### src/rtl/glitch_report_tx.sv
// Measures target response latency after a glitch and streams an 8-byte report
// frame (header, seq, width, status, latency, checksum) to a byte-wide UART core.
module glitch_report_tx #(
    parameter logic [7:0]  HEADER  = 8'hA5,
    parameter logic [15:0] TIMEOUT = 16'd60000
) (
    input  logic        clk,
    input  logic        rst_n,
    input  logic        glitch_done,
    input  logic [15:0] glitch_width,
    input  logic        target_ok,
    input  logic        tx_busy,
    output logic        transmit,
    output logic [7:0]  tx_byte,
    output logic        busy,
    output logic [7:0]  seq
);

    typedef enum logic [2:0] {
        IDLE      = 3'd0,
        MEASURE   = 3'd1,
        LOAD      = 3'd2,
        STROBE    = 3'd3,
        WAIT_ACK  = 3'd4,
        WAIT_DONE = 3'd5
    } state_t;

    state_t      state_q, state_d;
    logic [1:0]  sync_q, sync_d;
    logic [15:0] width_q, width_d;
    logic [15:0] lat_q, lat_d;
    logic        ovr_q, ovr_d;
    logic        ok_q, ok_d;
    logic [2:0]  idx_q, idx_d;
    logic [7:0]  seq_q, seq_d;
    logic [7:0]  csum_q, csum_d;
    logic [7:0]  tx_byte_q, tx_byte_d;
    logic        transmit_q, transmit_d;
    logic        busy_q, busy_d;

    logic        ok_s;
    logic [7:0]  cur_byte;

    assign ok_s = sync_q[1];

    always_comb begin
        unique case (idx_q)
            3'd0:    cur_byte = HEADER;
            3'd1:    cur_byte = seq_q;
            3'd2:    cur_byte = width_q[15:8];
            3'd3:    cur_byte = width_q[7:0];
            3'd4:    cur_byte = {ovr_q, 6'b0, ok_q};
            3'd5:    cur_byte = lat_q[15:8];
            3'd6:    cur_byte = lat_q[7:0];
            default: cur_byte = csum_q;
        endcase
    end

    always_comb begin
        state_d   = state_q;
        sync_d    = {sync_q[0], target_ok};
        width_d   = width_q;
        lat_d     = lat_q;
        ovr_d     = ovr_q;
        ok_d      = ok_q;
        idx_d     = idx_q;
        seq_d     = seq_q;
        csum_d    = csum_q;
        tx_byte_d = tx_byte_q;

        // A glitch arriving mid-frame is only flagged; once the status byte
        // has gone out the flag no longer reaches the wire.
        if (glitch_done && state_q != IDLE)
            ovr_d = 1'b1;

        unique case (state_q)
            IDLE: begin
                if (glitch_done) begin
                    width_d = glitch_width;
                    lat_d   = 16'd0;
                    ovr_d   = 1'b0;
                    ok_d    = 1'b0;
                    csum_d  = 8'd0;
                    idx_d   = 3'd0;
                    state_d = MEASURE;
                end
            end
            MEASURE: begin
                if (ok_s) begin
                    ok_d    = 1'b1;
                    state_d = LOAD;
                end else if (lat_q == TIMEOUT) begin
                    ok_d    = 1'b0;
                    state_d = LOAD;
                end else begin
                    lat_d = lat_q + 16'd1;
                end
            end
            LOAD: begin
                tx_byte_d = cur_byte;
                if (idx_q != 3'd0 && idx_q != 3'd7)
                    csum_d = csum_q ^ cur_byte;
                state_d = STROBE;
            end
            STROBE: begin
                state_d = WAIT_ACK;
            end
            WAIT_ACK: begin
                if (tx_busy)
                    state_d = WAIT_DONE;
            end
            WAIT_DONE: begin
                if (!tx_busy) begin
                    if (idx_q != 3'd7) begin
                        idx_d   = idx_q + 3'd1;
                        state_d = LOAD;
                    end else begin
                        idx_d   = 3'd0;
                        seq_d   = seq_q + 8'd1;
                        state_d = IDLE;
                    end
                end
            end
            default: state_d = IDLE;
        endcase

        transmit_d = (state_d == STROBE);
        busy_d     = (state_d != IDLE);
    end

    always_ff @(posedge clk or negedge rst_n) begin
        if (!rst_n) begin
            state_q    <= IDLE;
            sync_q     <= 2'b00;
            width_q    <= 16'd0;
            lat_q      <= 16'd0;
            ovr_q      <= 1'b0;
            ok_q       <= 1'b0;
            idx_q      <= 3'd0;
            seq_q      <= 8'd0;
            csum_q     <= 8'd0;
            tx_byte_q  <= 8'd0;
            transmit_q <= 1'b0;
            busy_q     <= 1'b0;
        end else begin
            state_q    <= state_d;
            sync_q     <= sync_d;
            width_q    <= width_d;
            lat_q      <= lat_d;
            ovr_q      <= ovr_d;
            ok_q       <= ok_d;
            idx_q      <= idx_d;
            seq_q      <= seq_d;
            csum_q     <= csum_d;
            tx_byte_q  <= tx_byte_d;
            transmit_q <= transmit_d;
            busy_q     <= busy_d;
        end
    end

    assign transmit = transmit_q;
    assign tx_byte  = tx_byte_q;
    assign busy     = busy_q;
    assign seq      = seq_q;

endmodule

### config.mk
export PLATFORM = sky130hd
export DESIGN_NAME = glitch_report_tx
export DESIGN_NICKNAME = d
export VERILOG_FILES = /design/src/rtl/glitch_report_tx.sv
export SDC_FILE = /design/constraint.sdc
export NUM_CORES = 1
export LEC_CHECK = 0
export CAP_MARGIN = 40
export CORE_AREA = 2 2 113 115
export CTS_CLUSTER_DIAMETER = 40
export CTS_CLUSTER_SIZE = 40
export DETAILED_ROUTE_END_ITERATION = 8
export DIE_AREA = 0 0 115 117
export GPL_TIMING_DRIVEN = 1
export PLACE_DENSITY = 0.45
export SLEW_MARGIN = 30
export SYNTH_ARGS = -nofsm -noshare
export SYNTH_HDL_FRONTEND = slang
export SYNTH_SLANG_ARGS = --single-unit
### constraint.sdc
create_clock -name clk -period 5.6 [get_ports clk]
set_input_delay 1.12 -clock clk [delete_from_list [all_inputs] [get_ports clk]]
set_output_delay 1.12 -clock clk [all_outputs]
set_load 0.005 [all_outputs]
After elaboration in Yosys (flattened, before gate mapping)
Index checks and enable logic that the tools add are counted.
{ "totals": {"ram_bits": 0, "output_inout_bits": 18, "n_memories": 0, "in_bits": 21, "rom_bits": 0, "latch_bits": 0, "regBits": 68} }
{ "op_classes": {"shift": 0, "n_lt_le_gt_ge": 0, "eq_ne": 20, "n_addsub": 3, "n_reduce_logical": 16, "div_mod_pow": 0, "bitwise": 3, "mux": 26, "multipliers": 0} }
{ "ops": {"columns": ["op", "n"], "rows": [
  ["$pmux W8 S7", 1],
  ["$mux W16", 3],
  ["$pmux W16 S2", 1],
  ["$mux W3", 8],
  ["$pmux W3 S6", 1],
  ["$add A16 B1 Y16 const B", 1],
  ["$eq A16 B16 Y1 const B", 1],
  ["$mux W8", 2],
  ["$pmux W8 S2", 1],
  ["$eq A3 B2 Y1 const B", 5],
  ["$eq A3 B3 Y1 const B", 5],
  ["$reduce_and A3 Y1", 4],
  ["$ne A2 B2 Y1 const B", 5],
  ["$reduce_bool A3 Y1", 3],
  ["$add A8 B1 Y8 const B", 1],
  ["$xor A8 B8 Y8", 1],
  ["$eq A3 B1 Y1 const B", 2],
  ["$logic_not A3 Y1", 2],
  ["$mux W1", 6],
  ["$ne A3 B3 Y1 const B", 2],
  ["$pmux W3 S2", 1],
  ["$reduce_bool A2 Y1", 3],
  ["$reduce_and A4 Y1", 1],
  ["$add A3 B1 Y3 const B", 1],
  ["5 further kinds", 7]
]} }

Logic depth before layout (Yosys ltp)
Gate-level depths: netlist of the first run.
{ "logic_depth": {"depth_word": 5, "mapped_depth": 10} }

Worst setup path before layout of the first run
OpenSTA, ideal clock, no wires.
{ "synth_path": {"kind": "input port to flip-flop", "start": "in glitch_done", "end": "reg csum_q[4]", "setup_ns": 0.132, "arrival_ns": 2.259, "slack_ns": 3.209, "stages": 6, "path_cell_list": "or3b_2 -> or2_2 -> buf_2 -> buf_2 -> nand2_1 -> mux2i_1"} }
{ "synth_between": {"elab_chain_cells": 2} }
{ "synth_lines": {"columns": ["item", "line", "source"], "rows": [
  ["from (decl)", "9", "input logic glitch_done,"],
  ["$ne A2 B2 Y1 (no line)", null, null],
  ["$reduce_and A3 Y1 (no line)", null, null],
  ["to (signal assigned)", "154", "csum_q <= csum_d;"],
  ["to (decl)", "36", "logic [7:0] csum_q, csum_d;"]
]} }
Every way passes these cells.
A chain may end at the register's enable or synchronous reset.

Final worst setup path of the first run
{ "layout_path": {"start": "in glitch_done", "end": "reg csum_q[1]"} }
The elaborated chain is that of the path after synthesis.

==> results of run 1 <==
[worst register-to-register path: cells and delay by family (launching register included)]
family                   cells  cell delay [ns]
adder cells (fa/ha/maj)      1             0.37
flip-flops                   1             0.32
AO/OA/AOI/OAI                1             0.38
multiplexers                 1             0.22
buffers and inverters        2             0.37
AND/OR/NAND/NOR              1             0.70
[registers in the layout, indices dropped and copies added, names as in the netlist, named ones only]
name,count
lat_q,16
tx_byte,8
transmit,1
ok_q,1
csum_q,8
width_q,16
sync_q,2
busy,1
state_q,3
seq,8
idx_q,3
[through the flow]
step | area, um^2 | power, mW | util
global placement | 4100 | 1.31 | 0.333
detailed placement | 4110 | 1.32 | 0.334
global route | 4390 | 2.00 | 0.357
finish | 4390 | 1.87 | 0.357
floorplan | 3620 | 1.12 | -
CTS | 4390 | 1.89 | 0.357
[power by group through the flow]
stage	logic, mW	clock network (mW)	registers, mW
5_1_grt	0.649	0.591	0.762
3_5_place_dp	0.576	0	0.747
4_1_cts	0.580	0.571	0.740
2_1_floorplan	0.423	0	0.700
6_report	0.570	0.556	0.741
3_3_place_gp	0.565	0	0.745
[routing by layer]
metal	vias up	part of all wire	global-route usage
li1	1372	-	-
met1	1427	0.49	0.212
met2	45	0.47	0.233
met3	11	0.025	0.0242
met4	0	0.017	0.0723
met5	-	0	0
[logic make-up after synthesis]
kind of cell	after synthesis	share of synthesized area
AO/OA/AOI/OAI	59	0.126
buffers and inverters	30	0.0422
AND/OR/NAND/NOR	158	0.216
multiplexers	28	0.0826
flip-flops	68	0.470
adder cells (fa/ha/maj)	9	0.0311
XOR/XNOR	13	0.0314
[cells in the mapped netlist (all sizes together), types with 2 or more instances]
master	number	share of area
nand2b	3	0.0052
mux2i	13	0.036
clkbuf	5	0.0052
a21o	9	0.019
or3	3	0.0052
a21oi	8	0.011
ha	9	0.031
o21a	2	0.0041
nand3b	2	0.0041
mux2	15	0.047
xor2	8	0.019
nor3	2	0.0028
a311oi	14	0.037
and4	5	0.012
dfrtp	68	0.47
a32oi	2	0.0048
a211oi	2	0.0055
or2	10	0.017
nand4	8	0.014
a22oi	4	0.0083
o31ai	2	0.0041
or4	3	0.0073
xnor2	5	0.012
inv	9	0.0093
nor2	19	0.020
and2	3	0.0052
o21ai	6	0.0083
and3	6	0.010
a222oi	2	0.0055
nand3	10	0.014
nor4b	3	0.0090
buf	16	0.028
nand2	77	0.080
[worst paths after layout]
path | cells past startpoint | slack (ns) | to
worst max-delay path | 7 | 2.69 | csum_q[1]
worst min-delay path | 0 | 0.34 | sync_q[1]
worst max register to register | 6 | 3.16 | csum_q[0]
worst min register to register | 0 | 0.34 | sync_q[1]
max in group asynchronous | 2 | 3.83 | width_q[1]
min in group asynchronous | 1 | 0.80 | sync_q[0]
[layout by cell type (no fill, tap or decap), drive strengths merged, types with 4 or more instances in the layout]
cell type,synthesis,routed
xnor2,5,5
xor2,8,8
or2,10,10
a22oi,4,4
and3,6,6
a21oi,8,8
inv,9,9
nand3,10,10
clkbuf,5,11
mux2i,13,13
nand2,77,77
buf,16,6
and4,5,5
ha,9,9
nand4,8,8
dfrtp,68,68
o21ai,6,6
nor2,19,19
clkdlybuf4s50,0,37
mux2,15,15
a21o,9,9
a311oi,14,14
[area by class of cell]
class                   count  area, um^2
inverters                   9        33.8
fillers                  1249        7920
repair buffers             43         410
well taps                 150         188
multi-input cells         267        1770
clock buffers              11         233
flip-flops and latches     68        1700
clock inverters             5        52.6
==> parameters.txt, run 1 <==
Parameter                              Value

Worst setup path
  Data required time of the worst path    5.85 ns
  Maximum cell stage delay along the critical path    around 0.51 ns
  Critical path buffer and inverter count    3
  Worst path arrival time    approximately 3.2 ns
  Startpoint of the lowest-slack register-to-register path    idx_q[2]
  CP Launch Point    glitch_done
  Critical path's slowest cell    clkdlybuf4s50_1
  Chain of cells forming the critical path    clkdlybuf4s50_1 -> nor4b_2 -> buf_4 -> a31oi_1 -> buf_2 -> a311oi_1 -> mux2i_1
  Crit path max fanout    40
  Element type at the critical path start    input pin
  Delay-heaviest family, CP    buffers and inverters
  Setup crit end kind    flop
  Critical path class    in -> reg

Logic synthesis
  Synthesis warning total    0
  Post-Synthesis Cell Area    between 0.003 and 0.004 mm^2
  FF+latch count, synth    ~70
  Asr flop ratio synth    1.00
  Post-Syn Area per Cell    about 10 um^2
  Number of enable-type register cells in the synthesized netlist    0
  Synthesized net count    approximately 400
  Gate count of the mapped netlist    between 300 and 400
  Seq/Total Area, Yosys    0.470
  Unique cell type count in the Yosys netlist    52
  Primary FF master, synth    dfrtp_1

STA
  Fin Clk Skew    between 0.006 and 0.007 ns
  Final-report hold violation count    0
  Worst slew pin tran    a little over 0.7 ns
  Number of max-slew violations in the final report    0
  Setup ws final    between 2 and 3 ns
  Final critical-path share of the clock period    0.519
  Unrepaired setup endpoints after global routing    false
  Max Clock Freq    344 MHz
  Setup TNS Final    0 ns
  Post-route worst hold slack    0.341 ns
  # setup viols final    0
  Relative slew slack    0.517
  Minimum clock period after layout    about 2.9 ns

Clock network
  Clock Latency Late Sink    approximately 0.33 ns
  Number of buffers inserted by post-CTS setup repair    0
  Sink count of the clock tree    68
  Clock tree from TritonCTS    done
  Total clock buffers created by CTS    9
  Number of H-tree levels    3
  Total of cells resized after clock tree synthesis    0
  Clock transition at the register clock pins on the worst setup and hold paths after CTS    0.06 ns
  Clk buf depth    2
  Clock root buffer    clkbuf_16
  Hold buffer count at cts    0

Place
  Count of buffers inserted at the top-level ports    38
  Cell total after placement    537
  Detailed placer's ending HPWL    between 6000 and 7000 um
  RePlAce Congestion    approximately 0.76
  Worst setup slack after placement    2.30 ns

Route
  Detailed-route DRC error count    0
  Detailed-route wire length per cell    17.0 um
  Vias per std cell    around 5.2
  Number of nets with antenna violations after detailed routing    0
  Router iterations before antenna repair    6
  Number of DRC violations after detailed-routing iteration 0    between 100 and 150
  Routed via count    ~2900
  Detailed-route wire length    9410 um

Global routing
  Global-route wire length before repair    15600 um
  Total Routing Usage GR    0.152
  Initial antenna violation count    0
  Total congestion overflow after global routing    0
  Maximum number of pins on one net before global-route repair    42
  Via count of the first global-routing pass    roughly 2800

Pwr
  Internal Power    between 1 and 1.5 mW
  Fraction of power consumed by sequential logic    0.397
  Part of the total power dissipated in the clock network    0.298
  Leakage power    ~2 nW
  Power per standard cell area    ~430 mW/mm^2
  Combinational fraction of design power    0.305
  Psw    roughly 630 uW
  Switching share of total power    0.338
  Largest vdd supply drop    between 150 and 200 uV

Flow run
  Number of max-cap violations    0

Die
  Site Rows    41
  Die Height    between 100 and 150 um
  Starting density of the core    0.294
  Core region area    0.0123 mm^2
  Die W    about 120 um
  Top-level port count    39
  Overall die area    between 0.01 and 0.015 mm^2

Layout
  Final net count    between 400 and 500
  Post-synthesis to final-layout area growth    21.3%
  Ratio of cells with drive above 1 in the final layout    0.132
  Finished Layout Cells    around 550
  Count of antenna diodes in the layout    0

Hold path
  Start point of the worst min-delay path    sync_q[0]
  Worst min path class    reg -> reg

Run status
  Status    finished clean
Note: power is estimated with default switching activity, not from simulation.
==> run 2, diff against run 1 <==
--- a/config.mk
+++ b/config.mk
@@ -12,7 +12,7 @@
 export DETAILED_ROUTE_END_ITERATION = 8
 export DIE_AREA = 0 0 115 117
 export GPL_TIMING_DRIVEN = 1
-export PLACE_DENSITY = 0.45
+export PLACE_DENSITY = 0.47
 export SLEW_MARGIN = 30
 export SYNTH_ARGS = -nofsm -noshare
 export SYNTH_HDL_FRONTEND = slang
==> constraint.sdc (replaced) <==
create_clock -name clk -period 2.5 [get_ports clk]
set_input_delay 0.5 -clock clk [delete_from_list [all_inputs] [get_ports clk]]
set_output_delay 0.5 -clock clk [all_outputs]
set_load 0.005 [all_outputs]
==> parameters.txt, run 2 (same netlist as run 1, synthesis figures left out) <==
Parameter                              Value

Run status
  Status    finished clean

Worst setup path
  R2R depth    5
  Capture point of the worst reg-to-reg path    csum_q[4]
  Worst path arrival time    about 2.4 ns
  Critical path class    reg -> reg
  Register-to-register setup slack    0.31 ns
  Crit path max fanout    24
  Data required time of the worst path    2.75 ns
  Element type at the critical path start    flop
  Setup crit end kind    flop
  Startpoint of the lowest-slack register-to-register path    idx_q[0]

STA
  Final critical-path share of the clock period    0.875
  Minimum clock period after layout    around 2.2 ns
  Worst slew pin tran    between 0.7 and 0.8 ns
  Relative slew slack    0.530
  Final-report hold violation count    0
  Unrepaired setup endpoints after global routing    false
  Setup TNS Final    0 ns
  Number of max-slew violations in the final report    0
  # setup viols final    0
  Fin Clk Skew    0.00426 ns
  Max Clock Freq    about 460 MHz

Clock network
  Total clock buffers created by CTS    9
  Clock Latency Late Sink    about 0.33 ns
  Number of H-tree levels    3
  Total of cells resized after clock tree synthesis    0
  Clock transition at the register clock pins on the worst setup and hold paths after CTS    around 0.060 ns
  Sink count of the clock tree    68
  Number of buffers inserted by post-CTS setup repair    0
  Clock tree from TritonCTS    done
  Clock root buffer    clkbuf_16
  Clk buf depth    2
  Hold buffer count at cts    0

Global routing
  Maximum number of pins on one net before global-route repair    43
  Global-route wire length before repair    14900 um
  Initial antenna violation count    0
  Via count of the first global-routing pass    2802
  Total Routing Usage GR    0.145
  Total congestion overflow after global routing    0

Route
  M1 WL    between 4000 and 5000 um
  Detailed-route DRC error count    0
  Length of routed met3 wiring    between 300 and 400 um
  Highest signal layer in the routed design    met4
  Length of routed met2 wiring    around 4300 um
  Router iterations before antenna repair    4
  Vias per std cell    roughly 5.1
  Detailed-route wire length per cell    around 17 um
  Detailed-route wire length    ~9200 um
  Routed via count    roughly 2800
  Number of DRC violations after detailed-routing iteration 0    115
  Number of nets with antenna violations after detailed routing    0

Layout
  Final net count    around 430
  Count of antenna diodes in the layout    0
  Post-synthesis to final-layout area growth    22.8%
  Ratio of cells with drive above 1 in the final layout    0.136
  Most frequent cells in the layout    nand2_1, dfrtp_1, clkdlybuf4s50_1, nor2_1, mux2_2
  Most common cell after layout, fill and taps aside    nand2_1
  Largest registers in the final layout    lat_q: 16 flops, width_q: 16 flops
  Finished Layout Cells    ~560

Die
  Starting density of the core    0.294
  Overall die area    0.0135 mm^2
  Core region area    about 0.012 mm^2
  Site Rows    41
  Die W    about 120 um
  Top-level port count    39
  Die Height    around 120 um

Place
  RePlAce Congestion    roughly 0.77
  Detailed placer's ending HPWL    6430 um
  Count of buffers inserted at the top-level ports    38
  Cell total after placement    540

Hold path
  Worst min path class    in -> async

Flow run
  Number of max-cap violations    0

Pwr
  Leakage power    a little over 2 nW
  Final total power    between 4 and 5 mW
  Power per standard cell area    ~950 mW/mm^2
  Largest vdd supply drop    around 400 uV
-- run 2: cell count changes in the layout (fill, tap and decap cells not counted) --
cell	delta
buf_4	+3
buf_12	+1
clkbuf_8	+3
buf_2	-1
clkinv_2	-3
clkinvlp_4	-1
-- run 2: power by group --
| part | switching (mW) | internal [mW] | total, mW | leakage (nW) |
|---|---|---|---|---|
| clock network | 0.459 | 0.850 | 1.31 | 0.149 |
| registers | 0.249 | 1.40 | 1.65 | 0.887 |
| logic | 0.662 | 0.604 | 1.27 | 0.990 |
-- run 2: metal layers --
metal / global-route usage / vias up
met3: 0.0340 / 10
li1: - / 1373
met4: 0.0474 / 0
met2: 0.227 / 48
met1: 0.199 / 1401
met5: 0 / -
-- run 2: final cells by class --
cell class | count | area [um^2]
clock buffers | 14 | 274
repair buffers | 46 | 448
clock inverters | 1 | 30.0
fillers | 1247 | 7860
inverters | 9 | 33.8
flip-flops and latches | 68 | 1700
well taps | 150 | 188
multi-input cells | 267 | 1770
-- run 2: how the worst max path moves through the flow --
stage / end / from / depth (start not counted)
floorplan: csum_q[0] / idx_q[2] / 9
global placement: csum_q[3] / glitch_done / 5
detailed placement: lat_q[0] / glitch_done / 5
CTS: csum_q[5] / idx_q[0] / 5
global route: csum_q[4] / idx_q[0] / 5
finish: csum_q[4] / idx_q[0] / 5
-- run 2: worst max-delay path, stage by stage (launching register included) --
cell	delay [ns]
dfrtp_1	0.42
ha_1	0.26
ha_1	0.22
or4_4	0.65
a311oi_1	0.33
mux2i_1	0.23
-- run 2: per-stage QoR --
| stage | cell area (um^2) | setup slack [ns] | hold slack, ns | utilization |
|---|---|---|---|---|
| after floorplan | 3620 | 0.241 | 0.204 | - |
| after global placement | 4140 | 0.158 | 0.335 | 0.337 |
| after detailed placement | 4140 | 0.117 | 0.335 | 0.337 |
| after CTS | 4450 | 0.308 | 0.229 | 0.361 |
| after global routing | 4450 | 0.227 | 0.247 | 0.361 |
| final | 4450 | 0.312 | 0.200 | 0.361 |
